`src/rtl/cga_pkg.sv`:
```
// Purpose: shared colour constants, 320-mode palette, counter decode points and cell types for the CGA sequencer.
// Latency: n/a (types, constants and pure functions only).
// Backpressure: n/a.
package cga_pkg;

    // IRGB colour codes (bit3 = intensity, bit2 = R, bit1 = G, bit0 = B)
    localparam logic [3:0] C_BLACK   = 4'h0;
    localparam logic [3:0] C_GREEN   = 4'h2;
    localparam logic [3:0] C_CYAN    = 4'h3;
    localparam logic [3:0] C_RED     = 4'h4;
    localparam logic [3:0] C_MAGENTA = 4'h5;
    localparam logic [3:0] C_BROWN   = 4'h6;
    localparam logic [3:0] C_WHITE   = 4'h7;

    // Dot-counter decode points
    localparam logic [3:0] CNT_HCLK = 4'd15;
    localparam logic [4:0] CNT_LCLK = 5'd31;

    // 320-mode palette: [pal_sel][pixel value]; entry 0 is replaced by the background colour
    localparam logic [3:0] PAL320 [2][4] = '{
        '{C_BLACK, C_GREEN, C_RED,     C_BROWN},
        '{C_BLACK, C_CYAN,  C_MAGENTA, C_WHITE}
    };

    typedef enum logic [1:0] {
        MODE_T40  = 2'd0,
        MODE_T80  = 2'd1,
        MODE_G320 = 2'd2,
        MODE_G640 = 2'd3
    } mode_t;

    // Per-cell colour state captured at load
    typedef struct packed {
        logic       en;
        logic       cur;
        logic [3:0] fg;
        logic [3:0] bg;
        logic [4:0] csel;
        logic       pal;
    } cell_t;

    function automatic mode_t mode_decode(input logic hres, input logic grph, input logic g640);
        if (grph) begin
            return g640 ? MODE_G640 : MODE_G320;
        end
        return hres ? MODE_T80 : MODE_T40;
    endfunction

    function automatic logic [3:0] pal320_px(input logic [4:0] csel, input logic pal, input logic [1:0] v);
        logic [3:0] c;
        c = PAL320[pal][v];
        return (v == 2'd0) ? csel[3:0] : {csel[4], c[2:0]};
    endfunction

endpackage

```
`src/rtl/cga_sequencer_if.sv`:
```
// Purpose: bundles the CGA sequencer mode, fetch-data, strobe and pixel signals.
// Latency: n/a (wiring only).
// Backpressure: none; the sequencer is free-running and never stalls.
interface cga_sequencer_if;
    logic       hres_mode;
    logic       grph_mode;
    logic       grph_640;
    logic       display_enable;
    logic       cursor;
    logic       blink;
    logic [7:0] char_byte;   // carried for the external font fetch; pixels come from pix_byte
    logic [7:0] attr_byte;
    logic [7:0] pix_byte;
    logic [4:0] color_sel;
    logic       pal_sel;
    logic       load;
    logic       hclk;
    logic       lclk;
    logic       pix_ce;
    logic [3:0] video;

    modport master (
        output hres_mode, grph_mode, grph_640, display_enable, cursor, blink,
               char_byte, attr_byte, pix_byte, color_sel, pal_sel,
        input  load, hclk, lclk, pix_ce, video
    );

    modport slave (
        input  hres_mode, grph_mode, grph_640, display_enable, cursor, blink,
               char_byte, attr_byte, pix_byte, color_sel, pal_sel,
        output load, hclk, lclk, pix_ce, video
    );
endinterface

```
`src/rtl/cga_clk_en.sv`:
```
// Purpose: 5-bit dot counter and decode of hclk/lclk/pix_ce/load for the active (latched) mode.
// Latency: strobes decode directly from the counter register; first hclk 16 clk, first lclk 32 clk after reset.
// Backpressure: none; free-running.
module cga_clk_en
    import cga_pkg::*;
(
    input  logic  clk,
    input  logic  reset,
    input  mode_t i_mode,
    output logic  o_hclk,
    output logic  o_lclk,
    output logic  o_pix_ce,
    output logic  o_load
);

    logic [4:0] r_cnt;
    logic       w_hclk;
    logic       w_lclk;
    logic       w_fast;

    // Free-running dot counter, wraps 31 -> 0
    always_ff @(posedge clk or posedge reset) begin
        if (reset) begin
            r_cnt <= 5'd0;
        end else begin
            r_cnt <= r_cnt + 5'd1;
        end
    end

    assign w_hclk = (r_cnt[3:0] == CNT_HCLK);
    assign w_lclk = (r_cnt == CNT_LCLK);
    // 80-column text and 640 graphics run two clocks per pixel, the others four
    assign w_fast = (i_mode == MODE_T80) || (i_mode == MODE_G640);

    assign o_hclk   = w_hclk;
    assign o_lclk   = w_lclk;
    assign o_pix_ce = w_fast ? r_cnt[0] : (r_cnt[1:0] == 2'b11);
    assign o_load   = (i_mode == MODE_T40) ? w_lclk : w_hclk;

endmodule

```
`src/rtl/cga_sequencer.sv`:
```
// Purpose: CGA pixel sequencer: latches cell colour state at load, shifts pix_byte and emits IRGB pixels. Option: CGA_BLINK_EN.
// Latency: video updates 1 clk after each pix_ce; the pix_ce coincident with load emits pixel 0 of the new cell.
// Backpressure: none; free-running, the fetch side must present data on the load cycle.
module cga_sequencer
    import cga_pkg::*;
(
    input logic            clk,
    input logic            reset,
    cga_sequencer_if.slave bus
);

    mode_t      r_mode;
    mode_t      w_mode_live;
    mode_t      w_mode;
    logic       r_run;
    logic       w_mode_lat;
    logic       w_hclk;
    logic       w_lclk;
    logic       w_pix_ce;
    logic       w_load;
    cell_t      r_cell;
    cell_t      w_cell_new;
    cell_t      w_cell;
    logic [7:0] r_shift;
    logic [7:0] w_src;
    logic [3:0] r_video;
    logic [3:0] w_px;

    cga_clk_en u_clk_en (
        .clk      (clk),
        .reset    (reset),
        .i_mode   (r_mode),
        .o_hclk   (w_hclk),
        .o_lclk   (w_lclk),
        .o_pix_ce (w_pix_ce),
        .o_load   (w_load)
    );

    // Mode only switches on a 32-clk boundary (lclk is always a load), so a 40/80 change can
    // never cut a cell short; the first clock after reset also samples it to start cleanly.
    assign w_mode_live = mode_decode(bus.hres_mode, bus.grph_mode, bus.grph_640);
    assign w_mode_lat  = w_lclk || !r_run;
    assign w_mode      = w_mode_lat ? w_mode_live : r_mode;

    // Cell colour state as a load on this cycle would capture it
    always_comb begin
        w_cell_new      = '0;
        w_cell_new.en   = bus.display_enable;
        w_cell_new.cur  = bus.cursor && bus.blink;
        w_cell_new.csel = bus.color_sel;
        w_cell_new.pal  = bus.pal_sel;
`ifdef CGA_BLINK_EN
        w_cell_new.bg   = {1'b0, bus.attr_byte[6:4]};
        w_cell_new.fg   = (bus.attr_byte[7] && !bus.blink) ? {1'b0, bus.attr_byte[6:4]}
                                                           : bus.attr_byte[3:0];
`else
        w_cell_new.bg   = bus.attr_byte[7:4];
        w_cell_new.fg   = bus.attr_byte[3:0];
`endif
    end

    // On load the new cell's state and byte are used directly so pixel 0 appears without delay
    assign w_cell = w_load ? w_cell_new : r_cell;
    assign w_src  = w_load ? bus.pix_byte : r_shift;

    // Pixel colour for the current pix_ce; a disabled cell ignores cursor and data
    always_comb begin
        w_px = C_BLACK;
        if (!w_cell.en) begin
            w_px = (w_mode == MODE_G640) ? C_BLACK : w_cell.csel[3:0];
        end else begin
            case (w_mode)
                MODE_G320: w_px = pal320_px(w_cell.csel, w_cell.pal, w_src[7:6]);
                MODE_G640: w_px = w_src[7] ? w_cell.csel[3:0] : C_BLACK;
                default:   w_px = (w_cell.cur || w_src[7]) ? w_cell.fg : w_cell.bg;
            endcase
        end
    end

    // Mode latch, held until the next 32-clk boundary
    always_ff @(posedge clk or posedge reset) begin
        if (reset) begin
            r_mode <= MODE_T40;
            r_run  <= 1'b0;
        end else begin
            r_run <= 1'b1;
            if (w_mode_lat) begin
                r_mode <= w_mode_live;
            end
        end
    end

    // Cell latch, shifter and registered pixel output
    always_ff @(posedge clk or posedge reset) begin
        if (reset) begin
            r_cell  <= '0;
            r_shift <= 8'h00;
            r_video <= 4'h0;
        end else begin
            if (w_load) begin
                r_cell <= w_cell_new;
            end
            if (w_pix_ce) begin
                r_shift <= (w_mode == MODE_G320) ? {w_src[5:0], 2'b00} : {w_src[6:0], 1'b0};
                r_video <= w_px;
            end
        end
    end

    assign bus.load   = w_load;
    assign bus.hclk   = w_hclk;
    assign bus.lclk   = w_lclk;
    assign bus.pix_ce = w_pix_ce;
    assign bus.video  = r_video;

endmodule

```
`src/flat_wrapper.sv`:
```
// flat-port wrapper written by rule: the top's interface ports become plain ports
module cga_sequencer_flat import cga_pkg::*;
  (clk, reset, bus_hres_mode, bus_grph_mode, bus_grph_640, bus_display_enable, bus_cursor, bus_blink, bus_char_byte, bus_attr_byte, bus_pix_byte, bus_color_sel, bus_pal_sel, bus_load, bus_hclk, bus_lclk, bus_pix_ce, bus_video);
  cga_sequencer_if bus_i ();
  input logic clk;
  input logic reset;
  input wire logic [$bits(bus_i.hres_mode)-1:0] bus_hres_mode;
  input wire logic [$bits(bus_i.grph_mode)-1:0] bus_grph_mode;
  input wire logic [$bits(bus_i.grph_640)-1:0] bus_grph_640;
  input wire logic [$bits(bus_i.display_enable)-1:0] bus_display_enable;
  input wire logic [$bits(bus_i.cursor)-1:0] bus_cursor;
  input wire logic [$bits(bus_i.blink)-1:0] bus_blink;
  input wire logic [$bits(bus_i.char_byte)-1:0] bus_char_byte;
  input wire logic [$bits(bus_i.attr_byte)-1:0] bus_attr_byte;
  input wire logic [$bits(bus_i.pix_byte)-1:0] bus_pix_byte;
  input wire logic [$bits(bus_i.color_sel)-1:0] bus_color_sel;
  input wire logic [$bits(bus_i.pal_sel)-1:0] bus_pal_sel;
  output wire logic [$bits(bus_i.load)-1:0] bus_load;
  output wire logic [$bits(bus_i.hclk)-1:0] bus_hclk;
  output wire logic [$bits(bus_i.lclk)-1:0] bus_lclk;
  output wire logic [$bits(bus_i.pix_ce)-1:0] bus_pix_ce;
  output wire logic [$bits(bus_i.video)-1:0] bus_video;
  assign bus_i.hres_mode = bus_hres_mode;
  assign bus_i.grph_mode = bus_grph_mode;
  assign bus_i.grph_640 = bus_grph_640;
  assign bus_i.display_enable = bus_display_enable;
  assign bus_i.cursor = bus_cursor;
  assign bus_i.blink = bus_blink;
  assign bus_i.char_byte = bus_char_byte;
  assign bus_i.attr_byte = bus_attr_byte;
  assign bus_i.pix_byte = bus_pix_byte;
  assign bus_i.color_sel = bus_color_sel;
  assign bus_i.pal_sel = bus_pal_sel;
  assign bus_load = bus_i.load;
  assign bus_hclk = bus_i.hclk;
  assign bus_lclk = bus_i.lclk;
  assign bus_pix_ce = bus_i.pix_ce;
  assign bus_video = bus_i.video;
  cga_sequencer u_core (.clk(clk), .reset(reset), .bus(bus_i));
endmodule
```
`config.mk`:
```
export PLATFORM = sky130hd
export DESIGN_NAME = cga_sequencer_flat
export DESIGN_NICKNAME = d
export VERILOG_FILES = /design/src/rtl/cga_pkg.sv /design/src/rtl/cga_sequencer_if.sv /design/src/rtl/cga_clk_en.sv /design/src/rtl/cga_sequencer.sv /design/src/flat_wrapper.sv
export SDC_FILE = /design/constraint.sdc
export NUM_CORES = 1
export LEC_CHECK = 0
export ABC_AREA = 1
export BUFFER_PORTS_ARGS = -buffer_cell sky130_fd_sc_hd__clkbuf_2
export CAP_MARGIN = 0
export CORE_UTILIZATION = 50
export DETAILED_ROUTE_END_ITERATION = 12
export HOLD_SLACK_MARGIN = 0.15
export PLACE_DENSITY = 0.78
export SLEW_MARGIN = 5
export SYNTH_ARGS = -nofsm -noshare
export SYNTH_HDL_FRONTEND = slang
export SYNTH_SLANG_ARGS = --single-unit
```
`constraint.sdc`:
```
create_clock -name clk -period 2.92 [get_ports clk]
set_clock_uncertainty 0.05 [all_clocks]
set_input_delay 0.438 -clock clk [delete_from_list [all_inputs] [get_ports clk]]
set_output_delay 0.438 -clock clk [all_outputs]
set_load 0.005 [all_outputs]
```
Yosys cells after proc, flatten, opt, wreduce, memory -nomap -nowiden
Cells that the tools add are included.

Flip-flop bits (word level): 36. Input port bits: 38. Word-level logic and storage cells: 53.

$add $sub $neg: 1. Eq/ne operators: 7. Multiplexer cells: 23. Reduce and logical (&&, ||, !) cells: 7. Bitwise logic cells: 2. Order comparisons: 2.

Operator list (number): 16-bit 2-to-1 mux (3); 4-bit 2-to-1 mux (5); 8-bit 2-to-1 mux (2); 9-bit 2-to-1 mux (1); 4-bit binary-select mux with 2-bit select (1); 2-bit == test (second input constant) (4); 4-bit one-hot mux with 2 select lines (1); 2-bit 2-to-1 mux (3); 3-bit 2-to-1 mux (2); 5-bit by 1-bit adder with 5-bit output (second input constant) (1); 5-bit == test (second input constant) (1); 1-bit 2-to-1 mux (5); 4-bit == test (second input constant) (1); 2-bit zero test (2); 3-bit >= comparator (second input constant) (1); 1-bit logical OR (3); 2-bit NOT with 3-bit output (1); 2-bit by 1-bit == test with 1-bit output (second input constant) (1); 2-bit >= comparator (second input constant) (1); 1-bit NOT with 2-bit output (1); 1-bit logical AND (1); 1-bit zero test (1).

Depth between registers and ports, before layout
Gate-level depths: netlist (run 1).

Depth after elaboration: 13. Gate-level depth with buffers: 16. Gate-level depth less buffers: 16.

Modules after synthesis
From an unflattened synthesis (run 1), not the netlist that was laid out.

Cells, all modules: 262. Area total of the unflattened synthesis: 1949.4 um2.

By module, submodules not included: cga_sequencer (sequential area each 750.7 um2, cells each 240, area each 1725.4 um2, times used 1); cga_clk_en (sequential area each 125.1 um2, cells each 22, area each 224.0 um2, times used 1).

Worst setup path before layout (run 1)
Ideal clock, no wire load.

Path type: register to register. From: reg u_core.u_clk_en.r_cnt[0]. To: reg u_core.r_video[0], in the netlist u_core.bus.video[0]. Required time: 2793 ps. Setup slack: 788 ps. Arrival time: 2005 ps. Cell stages (with the launch flop): 17. Path through: dfrtp_1 > ha_1 > nand3_2 > inv_1 > ha_1 > inv_2 > nand3_2 > nand2_4 > buf_6 > nand2_4 > nand2_4 > nand2_2 > nand2_1 > nand3_1 > nand3_1 > nand2_1 > a21oi_1.

Word-level cells in the longest chain between the ends: 13.

RTL lines: start: declaration (line cga_clk_en.sv:16) `logic [4:0] r_cnt;`; start signal: assignment (line cga_clk_en.sv:26) `r_cnt <= r_cnt + 5'd1;`; 4-bit == test * (line cga_clk_en.sv:30) `assign w_hclk = (r_cnt[3:0] == CNT_HCLK);`; net bus_hclk (line flat_wrapper.sv:19) `output wire logic [$bits(bus_i.hclk)-1:0] bus_hclk;`; 1-bit 2-to-1 mux * (line cga_clk_en.sv:38) `assign o_load = (i_mode == MODE_T40) ? w_lclk : w_hclk;`; 16-bit 2-to-1 mux (line cga_sequencer.sv:63) `assign w_cell = w_load ? w_cell_new : r_cell;`; 1-bit NOT with 2-bit output (implied by the code) (line cga_pkg.sv:51) `c = PAL320[pal][v];`; 9-bit 2-to-1 mux (implied by the code) (line cga_pkg.sv:51); 16-bit 2-to-1 mux (implied by the code) (2 in a row) (line cga_pkg.sv:51); 4-bit binary-select mux with 2-bit select (line cga_pkg.sv:51); 3-bit 2-to-1 mux (implied by the code) (2 in a row) (line cga_pkg.sv:51); 4-bit 2-to-1 mux (line cga_pkg.sv:52) `return (v == 2'd0) ? csel[3:0] : {csel[4], c[2:0]};`; 4-bit one-hot mux with 2 select lines (line cga_sequencer.sv:72) `case (w_mode)`; 4-bit 2-to-1 mux * (line cga_sequencer.sv:69) `if (!w_cell.en) begin`; end signal: assignment (line cga_sequencer.sv:105) `r_video <= w_px;`; end: declaration (line cga_sequencer.sv:26) `logic [3:0] r_video;`.

Mark *: on every way through the listed nets, which the timed path passes. The rest lies on a longest branch. The select of a mux whose other input is x is not followed. A chain may end at the register's enable or synchronous reset.

Worst setup path after layout (run 1)
From: reg u_core.u_clk_en.r_cnt[0]. To: out bus_load.

Word-level cells in the longest chain between the ends: 2.

RTL lines: 5-bit == test or 4-bit == test (tied branches) (line cga_clk_en.sv:31, cga_clk_en.sv:30); 1-bit 2-to-1 mux * (line cga_clk_en.sv:38); end: declaration (line flat_wrapper.sv:18) `output wire logic [$bits(bus_i.load)-1:0] bus_load;`.

Mark *: on every way between the ends. The rest lies on a longest branch, timed or not.

==> results.json, run 1 <==
{
  "path_clk_slew_ns": 0.06,
  "routabilityCongestion": 0.745,
  "cts_tree": "built",
  "rows": 21,
  "syn_to_final_growth_pct": 17.2,
  "rsz0062_at_grt": "false",
  "top_layer": "met4",
  "nets": 329,
  "start_util_pct": 54.2,
  "synth.avg_cell_area_sq_um": 7.55,
  "yosysTopAreaCellShare_pct": 46.9,
  "fin_util_pct": 63.5,
  "core_area_sq_um": 3440,
  "hpwl_um": 2510,
  "yosysWarnings": 0,
  "grt_max_degree": 36,
  "cp-start-kind": "flip-flop",
  "synth_nets": 287,
  "synth_edf_count": 0,
  "netlist_top_cells_area": "dfrtp_1, nand2_1, inv_1, nand3_1, nand2_4",
  "dp_cells": 328,
  "p_leak_nw": 1.28,
  "numCtsBuffers": 5,
  "grt_pass1_vias": 1481,
  "required_ns": 2.43,
  "status": "finished, final reports clean",
  "grt_use_total_pct": 20.6,
  "path_max_fanout": 18,
  "critical_path.cell_chain": "ha_1, nand3_2, inv_1, ha_1, inv_2, nand3_2, nand2_4, inv_2, clkbuf_2",
  "cp_slowest_cell": "dfrtp_1",
  "grt_pass1_wl_um": 6240,
  "fmax_ghz": 0.381,
  "period_needed_ns": 2.63,
  "drv_slew": 0,
  "cts_hold_buf": 0,
  "dr_wl_met2_um": 1580,
  "combPwrFrac_pct": 29.1,
  "portBuffers": 37,
  "power_frac_clock_pct": 26.1,
  "die_width_um": 63.1,
  "swShare_pct": 32.9,
  "seqPwrFrac_pct": 44.8,
  "drtIter0Drc": 77,
  "numClockSinks": 35,
  "finalCritPeriodShare_pct": 90.0,
  "path_class": "flip-flop to output port",
  "num_antenna_cells": 0,
  "tightestPinTransition_ns": 0.627,
  "p_per_area_nw_per_um2": 610,
  "internal_power_uw": 896,
  "synth_most_common_cell": "nand2_1",
  "pin_count": 46,
  "wl_met3_um": 186,
  "ys_ff_latch": 35,
  "drc": 0,
  "fin_setup_tns_ns": 0,
  "async_reset_ff_share_pct": 100,
  "cp_top_family": "simple AND/OR/NAND/NOR gates",
  "worstPathArrival_ns": 2.14,
  "cts_root_buf": "clkbuf_8",
  "crit_path_max_incr_delay_ns": 0.41,
  "ant_nets": 0,
  "syn-cell-area_sq_um": 1870,
  "synth_common_cells": "nand2_1, inv_1, dfrtp_1, nand3_1",
  "cp-end-kind": "output port",
  "vias": 1586,
  "switchingPower_uw": 439,
  "peakVddDrop_v": 0.000336,
  "cts.path.max_buffers": 2,
  "hold_viol_final": 0,
  "drive_above_1_share_pct": 23.2,
  "holdCritPathClass": "input pin to asynchronous set/reset pin",
  "cp_num_buf_inv": 4,
  "synthCells": 247,
  "finalSetupViolCount": 0,
  "cts_resized": 0,
  "postRouteWirelength_um": 3530,
  "insertion_delay_ns": 0.29,
  "instances_no_fill": 335,
  "synthFlopType": "dfrtp_1",
  "dieHeight_um": 63.1,
  "cp.depth": 9,
  "post_drt_wl_per_cell_um": 10.5,
  "cts_setup_buffers": 0,
  "yosys.area.top_type": "dfrtp_1",
  "die-area_sq_um": 3980,
  "synth_cell_type_count": 29,
  "drt_pass1_iterations": 4,
  "drv_cap": 0,
  "rr_worst_depth": 16,
  "fill_cells": 330,
  "viasPerCell": 4.73,
  "slew_headroom_pct": 57.9,
  "grt-ovfl-total": 0,
  "wl_met1_um": 1670,
  "ys_seq_area_share_pct": 46.9,
  "cts_max_level": 2,
  "antenna_found_initial": 0
}
==> metal layers <==
metal  vias to the layer above  track usage, %
li1                        834               -
met1                       703            25.2
met2                        39            33.9
met3                        10            4.53
met4                         0            10.8
met5                         -               0
==> through the flow <==
stage | setup WS, ns | instance area [sq um] | hold slack, ns | power (mW)
after detailed placement | 0.362 | 2100 | 0.421 | 0.994
final | 0.292 | 2190 | 0.168 | 1.33
after global routing | 0.0266 | 2190 | 0.244 | 1.43
after global placement | 0.371 | 2100 | 0.415 | 0.985
after floorplan | 0.788 | 1870 | 0.392 | 0.894
after CTS | 0.286 | 2190 | 0.181 | 1.34
==> power groups by stage <==
stage	registers, mW	logic (mW)	clock network [mW]
after floorplan	0.603	0.291	0
after global placement	0.604	0.381	0
after detailed placement	0.607	0.387	0
after CTS	0.598	0.391	0.355
after global routing	0.606	0.450	0.379
final	0.598	0.388	0.348
==> path summary, 6_finish.rpt <==
kind                                                    startpoint                            endpoint  slack [ns]
worst max register to register  u_core.u_clk_en.r_cnt[0]$_DFF_PP0_     u_core.bus.video[0]$_DFFE_PP0P_        0.33
max in group asynchronous                                    reset     u_core.bus.video[1]$_DFFE_PP0P_        2.35
worst max-delay path            u_core.u_clk_en.r_cnt[0]$_DFF_PP0_                            bus_load        0.29
worst min register to register  u_core.u_clk_en.r_cnt[4]$_DFF_PP0_  u_core.u_clk_en.r_cnt[4]$_DFF_PP0_        0.43
worst min-delay path                                         reset       u_core.r_shift[5]$_DFFE_PP0P_        0.17
min in group clk                                       bus_pal_sel          u_core.r_cell[0]$_DFF_PP0_        0.33
==> placed cells by master (no fill, tap or decap), types with 2 or more instances in the layout <==
master    instances
buf_4             3
a21oi_1           4
clkbuf_2         37
nand3_1          25
nand2_1          90
inv_1            41
nand2_2           8
clkbuf_8          6
dfrtp_1          35
ha_1              2
inv_2             3
nand2_4           5
o21ai_0           8
nor2_1            6
nand3_2           2
==> final cells by class <==
cell class	instances	area (sq um)	share of cell area, %
flip-flops and latches	35	876	40.1
multi-input cells	163	792	36.2
repair buffers	40	208	9.50
inverters	44	165	7.56
clock buffers	6	82.6	3.78
well taps	46	57.6	2.63
clock inverters	1	5.00	0.229
==> registers in the layout, indices dropped and copies added, names as in the netlist <==
| name | cells |
|---|---|
| u_core.r_mode | 2 |
| u_core.u_clk_en.r_cnt | 5 |
| u_core.r_shift | 7 |
| u_core.r_run | 1 |
| u_core.bus.video | 4 |
| u_core.r_cell | 16 |
==> cell families (layout without fill, tap and decap cells) <==
family	Yosys count	after routing	share of synthesized area, %
AOI/OAI and AO/OA	19	19	6.17
buffers and inverters	49	91	10.6
DFF	35	35	46.9
adders and majority gates	2	2	1.34
and+or+nand+nor	139	139	33.8
other	1	1	0.201
xor gates and xnor gates	2	2	0.939
==> worst register-to-register path, stage by stage, from the launching register on <==
cell and delay, ns:
dfrtp_1 0.41, ha_1 0.26, nand3_2 0.11, inv_1 0.06
ha_1 0.20, inv_2 0.08, nand3_2 0.16, nand2_4 0.25
buf_4 0.24, nand2_2 0.06, nand2_2 0.12, nand2_2 0.09
nand2_1 0.07, nand3_1 0.09, nand3_1 0.10, nand2_1 0.05
a21oi_1 0.13
Power figures use the tool's default switching activity.
==> run 2, diff against run 1 <==
--- a/config.mk
+++ b/config.mk
@@ -5,13 +5,12 @@
 export SDC_FILE = /design/constraint.sdc
 export NUM_CORES = 1
 export LEC_CHECK = 0
-export ABC_AREA = 1
 export BUFFER_PORTS_ARGS = -buffer_cell sky130_fd_sc_hd__clkbuf_2
 export CAP_MARGIN = 0
-export CORE_UTILIZATION = 50
+export CORE_UTILIZATION = 54
 export DETAILED_ROUTE_END_ITERATION = 12
 export HOLD_SLACK_MARGIN = 0.15
-export PLACE_DENSITY = 0.78
+export PLACE_DENSITY_LB_ADDON = 0.05
 export SLEW_MARGIN = 5
 export SYNTH_ARGS = -nofsm -noshare
 export SYNTH_HDL_FRONTEND = slang
==> run 2 against run 1 <==
  * Highest routed layer unchanged
  * Final cell count fell by 7.5%
  * Non-clock buffer count rose by 4
  * Power fell by 9.4%
  * Clock power fell by 3%
==> results.json, run 2 <==
{
  "status": "finished, final reports clean",
  "cp-end-kind": "output port",
  "netlist_top_cells_area": "dfrtp_1, mux2i_1, nand2_1, mux2_2, inv_1",
  "cp-start-kind": "flip-flop",
  "tightestPinTransition_ns": 0.552,
  "yosysTopAreaCellShare_pct": 40.3,
  "layout_common_cells": "nand2_1, clkbuf_2, dfrtp_1, mux2i_1, inv_1",
  "routabilityCongestion": 0.829,
  "worstPathArrival_ns": 2.12,
  "cts_resized": 0,
  "fmax_ghz": 0.384,
  "peakVddDrop_v": 0.000386,
  "numClockSinks": 35,
  "synth_common_cells": "nand2_1, dfrtp_1, mux2i_1, inv_1, nor2_1",
  "path_max_fanout": 16,
  "fill_cells": 323,
  "fin_area_sq_um": 2490,
  "path_clk_slew_ns": 0.07,
  "power_mw": 1.21,
  "rows": 22,
  "ys_ff_latch": 35,
  "drive_above_1_share_pct": 27.9,
  "final_common_cell": "nand2_1",
  "required_ns": 2.43,
  "async_reset_ff_share_pct": 100,
  "grt-ovfl-total": 0,
  "postRouteWirelength_um": 4690,
  "dieHeight_um": 65.5,
  "hpwl_um": 3360,
  "synthCells": 222,
  "drt_pass1_iterations": 4,
  "holdCritPathClass": "input pin to asynchronous set/reset pin",
  "portBuffers": 37,
  "viasPerCell": 5.70,
  "ys_seq_area_share_pct": 40.3,
  "syn_to_final_growth_pct": 14.5,
  "cts_setup_buffers": 0,
  "p_leak_nw": 1.24,
  "grt_use_total_pct": 25.0,
  "path_class": "flip-flop to output port",
  "rsz0062_at_grt": "false",
  "setup_ws_ns": 0.313,
  "reg.largest.list": "u_core.r_cell: 16 flops, u_core.r_shift: 7 flops, u_core.u_clk_en.r_cnt: 5 flops",
  "grt_max_degree": 36,
  "finalCritPeriodShare_pct": 89.3,
  "instances_no_fill": 310,
  "grt_pass1_wl_um": 7930,
  "cts_tree": "built",
  "vias": 1767,
  "synth_edf_count": 0,
  "die_width_um": 65.5,
  "synth_cell_type_count": 55,
  "cts_root_buf": "clkbuf_8",
  "insertion_delay_ns": 0.28,
  "antenna_found_initial": 0,
  "grt_pass1_vias": 1633,
  "finalSetupViolCount": 0,
  "regMostFlops": "u_core.r_cell",
  "cts_hold_buf": 0,
  "ant_nets": 0,
  "p_per_area_nw_per_um2": 485,
  "fin_setup_tns_ns": 0,
  "cts.path.max_buffers": 2,
  "pin_count": 46,
  "dp_cells": 302,
  "nets": 301,
  "yosysWarnings": 0,
  "yosys.area.top_type": "dfrtp_1",
  "synth_most_common_cell": "nand2_1",
  "synth_nets": 262,
  "slew_headroom_pct": 62.9,
  "placed_cell_area_sq_um": 2410,
  "period_needed_ns": 2.61,
  "drv_cap": 0,
  "die-area_sq_um": 4290,
  "place_ws_ns": 0.343,
  "drc": 0,
  "largest_reg_flops": 16,
  "numCtsBuffers": 5,
  "core_area_sq_um": 3770,
  "synth.avg_cell_area_sq_um": 9.80,
  "drv_slew": 0,
  "drtIter0Drc": 161,
  "post_drt_wl_per_cell_um": 15.1,
  "start_util_pct": 57.7,
  "synthFlopType": "dfrtp_1",
  "syn-cell-area_sq_um": 2180,
  "hold_viol_final": 0,
  "num_antenna_cells": 0,
  "cts_max_level": 2
}
-- run 2: cell count changes after synthesis, moves of 4 or more --
cell | before | now
buf_2 | 2 | 7
nand2_1 | 90 | 42
a211oi_1 | 0 | 4
inv_1 | 41 | 11
nand3_1 | 25 | 8
nand2_4 | 5 | 0
mux2_2 | 0 | 8
nand2_2 | 8 | 0
mux2i_1 | 0 | 22
-- run 2: final timing paths --
| check | start | to | slack [ns] | depth (start not counted) |
|---|---|---|---|---|
| min in group clk | bus_attr_byte[1] | u_core.r_cell[11]$_DFF_PP0_ | 0.31 | 3 |
| setup / recovery | u_core.u_clk_en.r_cnt[0]$_DFF_PP0_ | bus_load | 0.31 | 7 |
| setup reg to reg | u_core.u_clk_en.r_cnt[0]$_DFF_PP0_ | u_core.bus.video[3]$_DFFE_PP0P_ | 0.33 | 9 |
| hold reg to reg | u_core.r_cell[11]$_DFF_PP0_ | u_core.r_cell[11]$_DFF_PP0_ | 0.42 | 2 |
| max in group asynchronous | reset | u_core.r_shift[7]$_DFFE_PP0P_ | 2.33 | 3 |
| hold / removal | reset | u_core.r_shift[2]$_DFFE_PP0P_ | 0.18 | 3 |
-- run 2: worst max-delay path, cell delays in order (launching register included) --
cell	delay (ns)
dfrtp_1	0.39
ha_1	0.18
and3_1	0.18
ha_1	0.29
nor3b_4	0.38
nor2_8	0.08
inv_4	0.18
clkbuf_2	0.15
-- run 2: metal layers --
metal  GRT usage (%)  wire length (um)  share of wire, %
met1            34.3              2240                48
met2            39.6              2150                46
met3            4.17               236               5.0
met4            8.97                62               1.3
met5               0                 0                 0
-- run 2: final cells by class --
type | instances | area, sq um | share of cell area, %
flip-flops and latches | 35 | 876 | 35.2
well taps | 48 | 60.1 | 2.41
repair buffers | 44 | 250 | 10.0
clock inverters | 1 | 5.00 | 0.201
multi-input cells | 163 | 1180 | 47.2
clock buffers | 7 | 76.3 | 3.06
inverters | 12 | 47.5 | 1.91
-- run 2: cells by family after synthesis --
group	after synthesis	synth area share [%]
AOI/OAI and AO/OA	51	18.4
DFF	35	40.3
xor gates and xnor gates	2	0.805
adders and majority gates	2	1.15
and+or+nand+nor	73	16.8
buffers and inverters	24	5.69
other	1	0.172
muxes	34	16.7
-- run 2: stage by stage --
step	utilization, %	hold WS, ns
3_3_place_gp	63.9	0.398
3_5_place_dp	63.9	0.402
2_1_floorplan	-	0.382
4_1_cts	66.1	0.187
5_1_grt	66.1	0.208
6_report	66.1	0.177
-- run 2: power by group --
| part | internal, mW | leakage, nW | total, mW | switching (mW) |
|---|---|---|---|---|
| combinational | 0.132 | 0.781 | 0.282 | 0.150 |
| clock | 0.167 | 0.0422 | 0.337 | 0.170 |
| sequential | 0.542 | 0.419 | 0.590 | 0.0483 |
| total | 0.841 | 1.24 | 1.21 | 0.368 |
==> run 3, diff against run 2 <==
--- a/config.mk
+++ b/config.mk
@@ -15,3 +15,4 @@
 export SYNTH_ARGS = -nofsm -noshare
 export SYNTH_HDL_FRONTEND = slang
 export SYNTH_SLANG_ARGS = --single-unit
+export TNS_END_PERCENT = 100
==> constraint.sdc (replaced) <==
create_clock -name clk -period 2.92 [get_ports clk]
set_clock_uncertainty 0.05 [all_clocks]
set_input_delay 0.292 -clock clk [delete_from_list [all_inputs] [get_ports clk]]
set_output_delay 0.292 -clock clk [all_outputs]
set_load 0.005 [all_outputs]
==> run 3 against run 2 <==
  * Utilization up 1.1 points
  * Flip-flop and latch count unchanged
  * Worst hold slack worse by 0.0091 ns
==> results.json, run 3 (synthesis results as in run 2) <==
{
  "final_common_cell": "nand2_1",
  "grt_pass1_vias": 1721,
  "routabilityCongestion": 0.809,
  "fmax_ghz": 0.368,
  "layout_common_cells": "nand2_1, clkbuf_2, dfrtp_1, mux2i_1, inv_1",
  "postRouteWirelength_um": 4800,
  "rsz0062_at_grt": "false",
  "reg2reg_slack_ns": 0.32,
  "pin_count": 46,
  "cts_root_buf": "clkbuf_8",
  "antenna_found_initial": 0,
  "worst_hold_path.num_cells": 3,
  "status": "finished, final reports clean",
  "regMostFlops": "u_core.r_cell",
  "required_ns": 2.58,
  "dieHeight_um": 65.5,
  "power_mw": 1.33,
  "min_from": "bus_attr_byte[2]",
  "peakVddDrop_v": 0.000302,
  "drv_slew": 0,
  "worstPathArrival_ns": 2.37,
  "fin_setup_tns_ns": 0,
  "holdCritPathClass": "input pin to flip-flop",
  "path_class": "flip-flop to output port",
  "cp-end-kind": "output port",
  "internal_power_uw": 951,
  "grt-ovfl-total": 0,
  "cts_max_level": 2,
  "numClockSinks": 35,
  "start_util_pct": 57.7,
  "swShare_pct": 28.6,
  "rows": 22,
  "holdPathEnd": "u_core.r_cell[12]$_DFF_PP0_",
  "slew_headroom_pct": 63.8,
  "period_needed_ns": 2.72,
  "drc": 0,
  "p_per_area_nw_per_um2": 526,
  "grt_max_degree": 36,
  "numCtsBuffers": 5,
  "ant_nets": 0,
  "p_leak_nw": 1.26,
  "power_frac_clock_pct": 34.2,
  "finalSetupViolCount": 0,
  "finalCritPeriodShare_pct": 93.0,
  "core_area_sq_um": 3770,
  "portBuffers": 37,
  "die_width_um": 65.5,
  "grt_pass1_wl_um": 8090,
  "placed_cell_area_sq_um": 2400,
  "drt_pass1_iterations": 4,
  "path_max_fanout": 15,
  "insertion_delay_ns": 0.29,
  "nets": 303,
  "tightestPinTransition_ns": 0.540,
  "switchingPower_uw": 381,
  "num_antenna_cells": 0,
  "largest_reg_flops": 16,
  "drtIter0Drc": 106,
  "path_clk_slew_ns": 0.07,
  "cts.path.max_buffers": 2,
  "fin_area_sq_um": 2530,
  "reg.largest.list": "u_core.r_cell: 16 flops, u_core.r_shift: 7 flops, u_core.u_clk_en.r_cnt: 5 flops",
  "drive_above_1_share_pct": 28.8,
  "cp-start-kind": "flip-flop",
  "combPwrFrac_pct": 21.5,
  "grt_use_total_pct": 25.4,
  "seqPwrFrac_pct": 44.3,
  "syn_to_final_growth_pct": 16.4,
  "r2r_start": "u_core.u_clk_en.r_cnt[0]$_DFF_PP0_",
  "drv_cap": 0,
  "cts_tree": "built",
  "hold_viol_final": 0,
  "hpwl_um": 3490,
  "cts_setup_buffers": 0,
  "die-area_sq_um": 4290,
  "rr_worst_depth": 9,
  "post_drt_wl_per_cell_um": 15.4,
  "vias": 1796,
  "viasPerCell": 5.76,
  "rr_endpoint": "u_core.bus.video[3]$_DFFE_PP0P_"
}
run 3: cell count changes in the layout (fill, tap and decap cells not counted):
cell,previous run,this run
buf_12,1,0
buf_4,6,8
bufinv_16,0,1
clkbuf_1,2,0
clkbuf_8,5,6
dlygate4sd3_1,0,1
run 3: how the worst max path moves through the flow:
stage,startpoint,to,slack [ns],cells past startpoint
floorplan,u_core.u_clk_en.r_cnt[0]$_DFF_PP0_,u_core.bus.video[3]$_DFFE_PP0P_,0.43,10
global placement,u_core.u_clk_en.r_cnt[0]$_DFF_PP0_,u_core.bus.video[3]$_DFFE_PP0P_,0.38,9
detailed placement,u_core.u_clk_en.r_cnt[0]$_DFF_PP0_,u_core.bus.video[3]$_DFFE_PP0P_,0.34,9
CTS,u_core.u_clk_en.r_cnt[0]$_DFF_PP0_,bus_load,0.18,8
global route,u_core.u_clk_en.r_cnt[0]$_DFF_PP0_,bus_load,0.006,8
finish,u_core.u_clk_en.r_cnt[0]$_DFF_PP0_,bus_load,0.20,8
run 3: power groups by stage:
stage | Clock, mW | Sequential, mW | Combinational [mW]
finish | 0.456 | 0.590 | 0.286
CTS | 0.463 | 0.590 | 0.287
floorplan | 0 | 0.579 | 0.214
global route | 0.476 | 0.597 | 0.321
detailed placement | 0 | 0.599 | 0.284
global placement | 0 | 0.597 | 0.280
run 3: repair_timing:
action	4_1_cts	5_1_grt
gates resized for setup	0	0
hold buffers	1	0
endpoints found under the hold margin	35	0
run 3: layer usage:
layer,vias to the layer above,wire length (um),global-route usage (%)
met1,862,2350,33.5
met2,46,2220,42.4
met5,-,0,0
met4,0,51,7.61
met3,5,182,4.34
li1,883,-,-
run 3: metrics by stage:
stage	instances	hold WS [ns]	util, %	setup WS (ns)
global route	312	0.178	67.2	0.00572
CTS	312	0.162	67.2	0.180
floorplan	222	0.354	-	0.426
finish	312	0.168	67.2	0.204
global placement	303	0.347	63.8	0.385
detailed placement	303	0.348	63.8	0.338
run 3: worst max-delay path, stage by stage (launching register included):
cell	delay [ns]
dfrtp_1	0.39
ha_1	0.18
and3_1	0.18
ha_1	0.30
nor3b_4	0.38
nor2_8	0.13
inv_4	0.17
buf_4	0.21
clkbuf_2	0.13
run 3: final cells by class:
type / count / area [sq um]
Clock buffer: 6 / 82.6
Clock inverter: 2 / 35.0
Fill cell: 328 / 1240
Inverter: 12 / 47.5
Multi-Input combinational cell: 163 / 1180
Sequential cell: 35 / 876
Tap cell: 48 / 60.1
Timing Repair Buffer: 46 / 255
